[src/rtl/calc_pkg.sv]
// Shared definitions for the calculator arithmetic core: op codes, FSM states
// and the decimal scale helper.
package calc_pkg;

    localparam logic [1:0] OP_ADD = 2'd0;
    localparam logic [1:0] OP_SUB = 2'd1;
    localparam logic [1:0] OP_MUL = 2'd2;
    localparam logic [1:0] OP_DIV = 2'd3;

    typedef logic [2:0] state_t;

    localparam state_t ST_IDLE = 3'd0;
    localparam state_t ST_LOAD = 3'd1;
    localparam state_t ST_MUL  = 3'd2;
    localparam state_t ST_DIV  = 3'd3;
    localparam state_t ST_FIX  = 3'd4;

    function automatic longint unsigned pow10(input int unsigned n);
        longint unsigned p;
        p = 64'd1;
        for (int unsigned i = 0; i < n; i++) begin
            p = p * 64'd10;
        end
        return p;
    endfunction

endpackage

[src/rtl/seq_udiv.sv]
// Fixed-latency unsigned restoring divider: the first step runs on the load
// edge, so the quotient is ready N edges after load.
module seq_udiv #(
    parameter int unsigned N = 64,
    parameter int unsigned D = 33
) (
    input  logic         clk_db,
    input  logic         rst_n,
    input  logic         clear,
    input  logic         load,
    input  logic [N-1:0] dividend,
    input  logic [D-1:0] divisor,
    output logic [N-1:0] quotient,
    output logic         valid
);
    localparam int unsigned CW = $clog2(N);

    logic [N-1:0]  quo_q, quo_d, quo_in, quo_st;
    logic [D-1:0]  rem_q, rem_d, rem_in, rem_st;
    logic [D-1:0]  dsr_q, dsr_d, dsr_in;
    logic [CW-1:0] cnt_q, cnt_d;
    logic          valid_q, valid_d;
    logic [D:0]    rem_sh;
    logic          ge;

    always_comb begin
        rem_in  = rem_q;
        quo_in  = quo_q;
        dsr_in  = dsr_q;
        if (load) begin
            rem_in = '0;
            quo_in = dividend;
            dsr_in = divisor;
        end
        rem_sh = {rem_in, quo_in[N-1]};
        ge     = rem_sh >= {1'b0, dsr_in};
        // remainder stays below the divisor, so the low D bits are exact
        rem_st = ge ? rem_sh[D-1:0] - dsr_in : rem_sh[D-1:0];
        quo_st = {quo_in[N-2:0], ge};

        rem_d   = rem_q;
        quo_d   = quo_q;
        dsr_d   = dsr_q;
        cnt_d   = cnt_q;
        valid_d = valid_q;
        if (clear) begin
            cnt_d   = '0;
            valid_d = 1'b0;
        end else if (load) begin
            rem_d   = rem_st;
            quo_d   = quo_st;
            dsr_d   = divisor;
            cnt_d   = CW'(N - 1);
            valid_d = 1'b0;
        end else if (cnt_q != '0) begin
            rem_d   = rem_st;
            quo_d   = quo_st;
            cnt_d   = cnt_q - CW'(1);
            valid_d = (cnt_q == CW'(1));
        end
    end

    always_ff @(posedge clk_db or negedge rst_n) begin
        if (!rst_n) begin
            rem_q   <= '0;
            quo_q   <= '0;
            dsr_q   <= '0;
            cnt_q   <= '0;
            valid_q <= 1'b0;
        end else begin
            rem_q   <= rem_d;
            quo_q   <= quo_d;
            dsr_q   <= dsr_d;
            cnt_q   <= cnt_d;
            valid_q <= valid_d;
        end
    end

    assign quotient = quo_q;
    assign valid    = valid_q;

endmodule

[src/rtl/calc_alu_seq.sv]
// Sequential signed fixed-point add/sub/mul/div core with saturation,
// divide-by-zero reporting and result chaining.
module calc_alu_seq
    import calc_pkg::*;
#(
    parameter int unsigned WIDTH       = 32,
    parameter int unsigned FRAC_DIGITS = 4
) (
    input  logic             clk_db,
    input  logic             rst_n,
    input  logic             clear,
    input  logic             start,
    input  logic [1:0]       op,
    input  logic             use_prev,
    input  logic [WIDTH-1:0] a,
    input  logic [WIDTH-1:0] b,
    output logic             busy,
    output logic             done,
    output logic [WIDTH-1:0] result,
    output logic             err_div0,
    output logic             err_ovf
);
    localparam int unsigned     W2    = 2 * WIDTH;
    localparam int unsigned     WA    = WIDTH + 1;
    localparam int unsigned     MCW   = $clog2(WIDTH);
    localparam longint unsigned SCALE = pow10(FRAC_DIGITS);

    localparam logic [W2-1:0]    MAG_NEG = W2'(1) << (WIDTH - 1);
    localparam logic [W2-1:0]    MAG_POS = MAG_NEG - W2'(1);
    localparam logic [WIDTH-1:0] RES_MAX = {1'b0, {(WIDTH-1){1'b1}}};
    localparam logic [WIDTH-1:0] RES_MIN = {1'b1, {(WIDTH-1){1'b0}}};

    state_t           state_q, state_d;
    logic [1:0]       op_q, op_d;
    logic [WIDTH-1:0] a_q, a_d, b_q, b_d;
    logic [WA-1:0]    sum_q, sum_d;
    logic [W2-1:0]    prod_q, prod_d, mcand_q, mcand_d;
    logic [WA-1:0]    mplier_q, mplier_d;
    logic [MCW-1:0]   mcnt_q, mcnt_d;
    logic             div0_q, div0_d;
    logic [WIDTH-1:0] result_q, result_d;
    logic             busy_q, busy_d, done_q, done_d;
    logic             err_div0_q, err_div0_d, err_ovf_q, err_ovf_d;

    logic [WA-1:0]    a_ext, b_ext, a_abs, b_abs;
    logic             neg_c;
    logic             div_load_c;
    logic [W2-1:0]    div_dvd_c, div_quo;
    logic [WA-1:0]    div_dsr_c;
    logic             div_valid;

    // Magnitudes in WIDTH+1 bits so the most-negative operand is representable
    assign a_ext = {a_q[WIDTH-1], a_q};
    assign b_ext = {b_q[WIDTH-1], b_q};
    assign a_abs = a_ext[WA-1] ? -a_ext : a_ext;
    assign b_abs = b_ext[WA-1] ? -b_ext : b_ext;
    assign neg_c = a_q[WIDTH-1] ^ b_q[WIDTH-1];

    seq_udiv #(
        .N(W2),
        .D(WA)
    ) u_div (
        .clk_db   (clk_db),
        .rst_n    (rst_n),
        .clear    (clear),
        .load     (div_load_c),
        .dividend (div_dvd_c),
        .divisor  (div_dsr_c),
        .quotient (div_quo),
        .valid    (div_valid)
    );

    always_comb begin
        state_d    = state_q;
        op_d       = op_q;
        a_d        = a_q;
        b_d        = b_q;
        sum_d      = sum_q;
        prod_d     = prod_q;
        mcand_d    = mcand_q;
        mplier_d   = mplier_q;
        mcnt_d     = mcnt_q;
        div0_d     = div0_q;
        result_d   = result_q;
        busy_d     = busy_q;
        done_d     = 1'b0;
        err_div0_d = err_div0_q;
        err_ovf_d  = err_ovf_q;
        div_load_c = 1'b0;
        div_dvd_c  = '0;
        div_dsr_c  = '0;

        case (state_q)
            ST_IDLE: begin
                if (start) begin
                    state_d    = ST_LOAD;
                    op_d       = op;
                    a_d        = use_prev ? result_q : a;
                    b_d        = b;
                    busy_d     = 1'b1;
                    err_div0_d = 1'b0;
                    err_ovf_d  = 1'b0;
                end
            end
            ST_LOAD: begin
                div0_d = 1'b0;
                case (op_q)
                    OP_ADD, OP_SUB: begin
                        sum_d   = (op_q == OP_SUB) ? a_ext - b_ext : a_ext + b_ext;
                        state_d = ST_FIX;
                    end
                    OP_MUL: begin
                        // first shift-add step folded into this edge
                        prod_d   = b_abs[0] ? W2'(a_abs) : '0;
                        mcand_d  = W2'(a_abs) << 1;
                        mplier_d = b_abs >> 1;
                        mcnt_d   = MCW'(WIDTH - 1);
                        state_d  = ST_MUL;
                    end
                    default: begin
                        if (b_abs == '0) begin
                            div0_d  = 1'b1;
                            state_d = ST_FIX;
                        end else begin
                            div_load_c = 1'b1;
                            div_dvd_c  = W2'(a_abs) * W2'(SCALE);
                            div_dsr_c  = b_abs;
                            state_d    = ST_DIV;
                        end
                    end
                endcase
            end
            ST_MUL: begin
                if (mcnt_q != '0) begin
                    if (mplier_q[0]) begin
                        prod_d = prod_q + mcand_q;
                    end
                    mcand_d  = mcand_q << 1;
                    mplier_d = mplier_q >> 1;
                    mcnt_d   = mcnt_q - MCW'(1);
                end else begin
                    div_load_c = 1'b1;
                    div_dvd_c  = prod_q;
                    div_dsr_c  = WA'(SCALE);
                    state_d    = ST_DIV;
                end
            end
            ST_DIV: begin
                if (div_valid) begin
                    state_d = ST_FIX;
                end
            end
            ST_FIX: begin
                if (op_q == OP_ADD || op_q == OP_SUB) begin
                    if (sum_q[WA-1] != sum_q[WA-2]) begin
                        result_d  = sum_q[WA-1] ? RES_MIN : RES_MAX;
                        err_ovf_d = 1'b1;
                    end else begin
                        result_d = sum_q[WIDTH-1:0];
                    end
                end else if (div0_q) begin
                    result_d   = '0;
                    err_div0_d = 1'b1;
                end else if (neg_c) begin
                    if (div_quo > MAG_NEG) begin
                        result_d  = RES_MIN;
                        err_ovf_d = 1'b1;
                    end else begin
                        result_d = -div_quo[WIDTH-1:0];
                    end
                end else begin
                    if (div_quo > MAG_POS) begin
                        result_d  = RES_MAX;
                        err_ovf_d = 1'b1;
                    end else begin
                        result_d = div_quo[WIDTH-1:0];
                    end
                end
                done_d  = 1'b1;
                busy_d  = 1'b0;
                state_d = ST_IDLE;
            end
            default: begin
                state_d = ST_IDLE;
                busy_d  = 1'b0;
            end
        endcase

        // clear wins over start and over every state
        if (clear) begin
            state_d    = ST_IDLE;
            result_d   = '0;
            err_div0_d = 1'b0;
            err_ovf_d  = 1'b0;
            busy_d     = 1'b0;
            done_d     = 1'b0;
            div_load_c = 1'b0;
        end
    end

    always_ff @(posedge clk_db or negedge rst_n) begin
        if (!rst_n) begin
            state_q    <= ST_IDLE;
            op_q       <= '0;
            a_q        <= '0;
            b_q        <= '0;
            sum_q      <= '0;
            prod_q     <= '0;
            mcand_q    <= '0;
            mplier_q   <= '0;
            mcnt_q     <= '0;
            div0_q     <= 1'b0;
            result_q   <= '0;
            busy_q     <= 1'b0;
            done_q     <= 1'b0;
            err_div0_q <= 1'b0;
            err_ovf_q  <= 1'b0;
        end else begin
            state_q    <= state_d;
            op_q       <= op_d;
            a_q        <= a_d;
            b_q        <= b_d;
            sum_q      <= sum_d;
            prod_q     <= prod_d;
            mcand_q    <= mcand_d;
            mplier_q   <= mplier_d;
            mcnt_q     <= mcnt_d;
            div0_q     <= div0_d;
            result_q   <= result_d;
            busy_q     <= busy_d;
            done_q     <= done_d;
            err_div0_q <= err_div0_d;
            err_ovf_q  <= err_ovf_d;
        end
    end

    assign busy     = busy_q;
    assign done     = done_q;
    assign result   = result_q;
    assign err_div0 = err_div0_q;
    assign err_ovf  = err_ovf_q;

endmodule

[config.mk]
export PLATFORM = sky130hd
export DESIGN_NAME = calc_alu_seq
export DESIGN_NICKNAME = d
export VERILOG_FILES = /design/src/rtl/calc_pkg.sv /design/src/rtl/seq_udiv.sv /design/src/rtl/calc_alu_seq.sv
export SDC_FILE = /design/constraint.sdc
export NUM_CORES = 2
export LEC_CHECK = 0
export CAP_MARGIN = 10
export CORE_MARGIN = 3
export CORE_UTILIZATION = 60
export DETAILED_ROUTE_END_ITERATION = 10
export PLACE_DENSITY = 0.78
export SYNTH_ARGS = -nofsm -noshare
export SYNTH_HDL_FRONTEND = slang
export SYNTH_SLANG_ARGS = --single-unit
[constraint.sdc]
create_clock -name clk_db -period 16.7 [get_ports clk_db]
set_input_delay 3.34 -clock clk_db [delete_from_list [all_inputs] [get_ports clk_db]]
set_output_delay 3.34 -clock clk_db [all_outputs]
set_load 0.01 [all_outputs]
==> flow_summary.toml <==
[worst_setup_path]
path_class = "in2reg"
r2r-end = "u_div.rem_q[30]"
cp.arrival_ps = 10770
crit_fanout = 79
cp.required_ps = 17210
critPathLaunchType = "primary input"
reg2reg_setup_slack_ps = 6720
rr_worst_depth = 29
cp-end-kind = "register"
r2r_start = "b_q[0]"

[job]
maxCapViolCount = 0

[drt]
drtAntennaViolNets = 0
vias_per_cell = 6.497
num_vias = 31610
drtIter0Drc = 3491
dr.pass1.iters = 6
wl_um = 104800
wire_per_inst_um = 21.55
drc_errors = 0

[sta]
grt_setup_unrepaired = "no"
slew_violations = 0
skew_ps = 24.00
fin_crit_sh_pct = 61.41
timing.fmax_mhz = 97.51
relSlewSlack_pct = 16.12
fin_tns_setup_ps = 0
fin_ws_ps = 6444
hold_viol = 0
setup-violations-final = 0
fin_crit_ps = 10260
tightest_slew_ps = 1254

[floorplanning]
dieArea_mm2 = 0.06134
ios = 107
die_h_um = 247.7
rows = 87
core_mm2 = 0.05704
die_x_um = 247.7
start_util_pct = 61.44

[yosys]
synth_top_area_share_pct = 31.42
synthArstFlopShare_pct = 100.0
synth_commonest_cells = "dfrtp_1 (440), nand2_1 (359), a21oi_1 (340), nor2_1 (340), o21ai_0 (297)"
synth_cell_type_count = 92
synth.ff_latch_count = 440
synth.area.top_cells = "dfrtp_1 (31%), ha_1 (9.9%), a21oi_1 (4.9%)"
syn-cell-area_mm2 = 0.03504
synth-edff-count = 0
synth.largest_area_cell = "dfrtp_1"
synth_seq_area_share_pct = 31.42
yosysMostFrequentCell = "dfrtp_1"
synth_area_per_cell_um2 = 8.510
syn_inst = 4118
synthFlopType = "dfrtp_1"
synth_warnings = 0

[clock_tree]
h-tree-depth = 2
clk_pin_slew_ps = 60
cts_hold_repair.buffers = 0
clk_path_buf_depth = 3
cts.repair.resized = 0
postCtsSetupBuffers = 0
clkLatencyLatePin_ps = 610
root_buffer = "clkbuf_16"
cts.sinks = 440
cts_tree = "yes"
cts_buffers = 49

[hold_path]
hold_path_depth = 2
hp-class = "reg2reg"
hold_end = "u_div.dsr_q[3]"
holdCritStartpoint = "u_div.dsr_q[3]"

[global_routing]
grt_max_degree = 155
overflow = 0
antenna_found_initial = 2
track_usage_pct = 33.88
grt_pass1_vias = 29300
grt_pass1_wl_um = 164700

[layout]
syn_to_final_growth_pct = 8.905
n_antenna_cell = 0
fillCellCount = 4725
final_nets = 4492
drive_gt1_share_pct = 5.524

[placed_design]
routabilityCongestion = 0.9910
io_buffers = 106
place_hpwl_um = 78090
preCtsSetupSlack_ps = 6007

[outcome]
status = "completed"
## metal layers
layer | share of wire (%) | GRT usage [%] | wire length, µm | vias to the layer above
li1 | - | - | - | 14680
met1 | 43 | 49.62 | 45260 | 15200
met2 | 43 | 51.41 | 45460 | 1497
met3 | 9.7 | 5.121 | 10210 | 225
met4 | 3.7 | 11.59 | 3904 | 0
met5 | 0 | 0 | 0 | -
## how the worst max path moves through the flow
| stage | start | endpoint | slack (ps) | cells past startpoint |
|---|---|---|---|---|
| after floorplan | b_q[31] | u_div.rem_q[20] | 8890 | 34 |
| after global placement | clear | u_div.rem_q[32] | 6200 | 20 |
| after detailed placement | clear | u_div.rem_q[30] | 6010 | 20 |
| after CTS | clear | u_div.rem_q[30] | 6620 | 20 |
| after global routing | b_q[0] | u_div.rem_q[32] | 5900 | 29 |
| final | clear | u_div.rem_q[30] | 6440 | 20 |
## kinds of logic (layout without fill, tap and decap cells)
kind of cell	after synthesis	count (layout)	synth area share, %
other	2	5	0.02143
buffers and inverters	553	541	6.141
AOI/OAI and AO/OA	1306	1306	24.27
adders and majority gates	348	348	13.97
and+or+nand+nor	1122	1122	15.05
muxes	92	92	2.760
xor gates and xnor gates	255	255	6.373
DFF	440	440	31.42
## state kept, by name, summed over array words and instances, names as in the netlist, 5 cells and up
name,cells
prod_q,64
u_div.quotient,64
mcand_q,63
sum_q,33
u_div.dsr_q,33
u_div.rem_q,33
a_q,32
b_q,32
mplier_q,32
result,32
u_div.cnt_q,6
mcnt_q,5
## final cells by class
cell class / instances / area (µm²) / area share, %
inverters: 299 / 1122 / 2.941
repair buffers: 155 / 1441 / 3.777
clock inverters: 17 / 172.7 / 0.4524
multi-input cells: 3128 / 22030 / 57.73
clock buffers: 70 / 1438 / 3.767
well taps: 756 / 945.9 / 2.479
flip-flops and latches: 440 / 11010 / 28.85
## layout by cell type (no fill, tap or decap), types with 27 or more instances in the layout
master / n
xor2_1: 119
nand4_1: 33
a22oi_1: 49
nand2_1: 358
nor4_1: 33
nor2b_1: 27
nand2b_1: 33
o21ai_0: 297
a211oi_1: 31
a22o_1: 38
mux2_2: 37
mux2i_1: 55
ha_1: 276
nor2_1: 334
a21oi_1: 339
a221o_1: 34
fa_1: 72
or3_1: 29
a21o_1: 96
nand3_1: 65
a221oi_1: 48
and2_1: 46
o21a_1: 43
o21bai_1: 29
inv_1: 296
buf_4: 48
clkbuf_16: 51
xnor2_1: 135
clkdlybuf4s50_1: 104
dfrtp_1: 439
nor3_1: 49
a31oi_1: 75
## critical path, stage by stage
cell,delay (ps)
clkdlybuf4s50_1,400
buf_4,230
inv_1,470
nand3_4,550
buf_4,570
a22oi_1,320
ha_1,210
inv_1,50
fa_1,420
a211oi_1,270
o21ai_0,200
a21o_1,230
o211a_1,270
nor4b_1,560
or3_1,310
nand2_1,740
nor2_1,900
buf_4,350
nand3_1,110
a31oi_1,220
## through the flow
step | utilization (%) | area, µm² | std cells | hold slack [ps]
floorplan | - | 35050 | 4121 | 438.7
global placement | 64.08 | 36550 | 4778 | 457.9
detailed placement | 64.08 | 36550 | 4778 | 464.0
CTS | 66.91 | 38160 | 4865 | 481.6
global route | 66.91 | 38160 | 4865 | 500.8
finish | 66.91 | 38160 | 4865 | 476.8
Power is not shown: default switching activity piles up to over one toggle a cycle in this logic, so the estimate is an artifact.
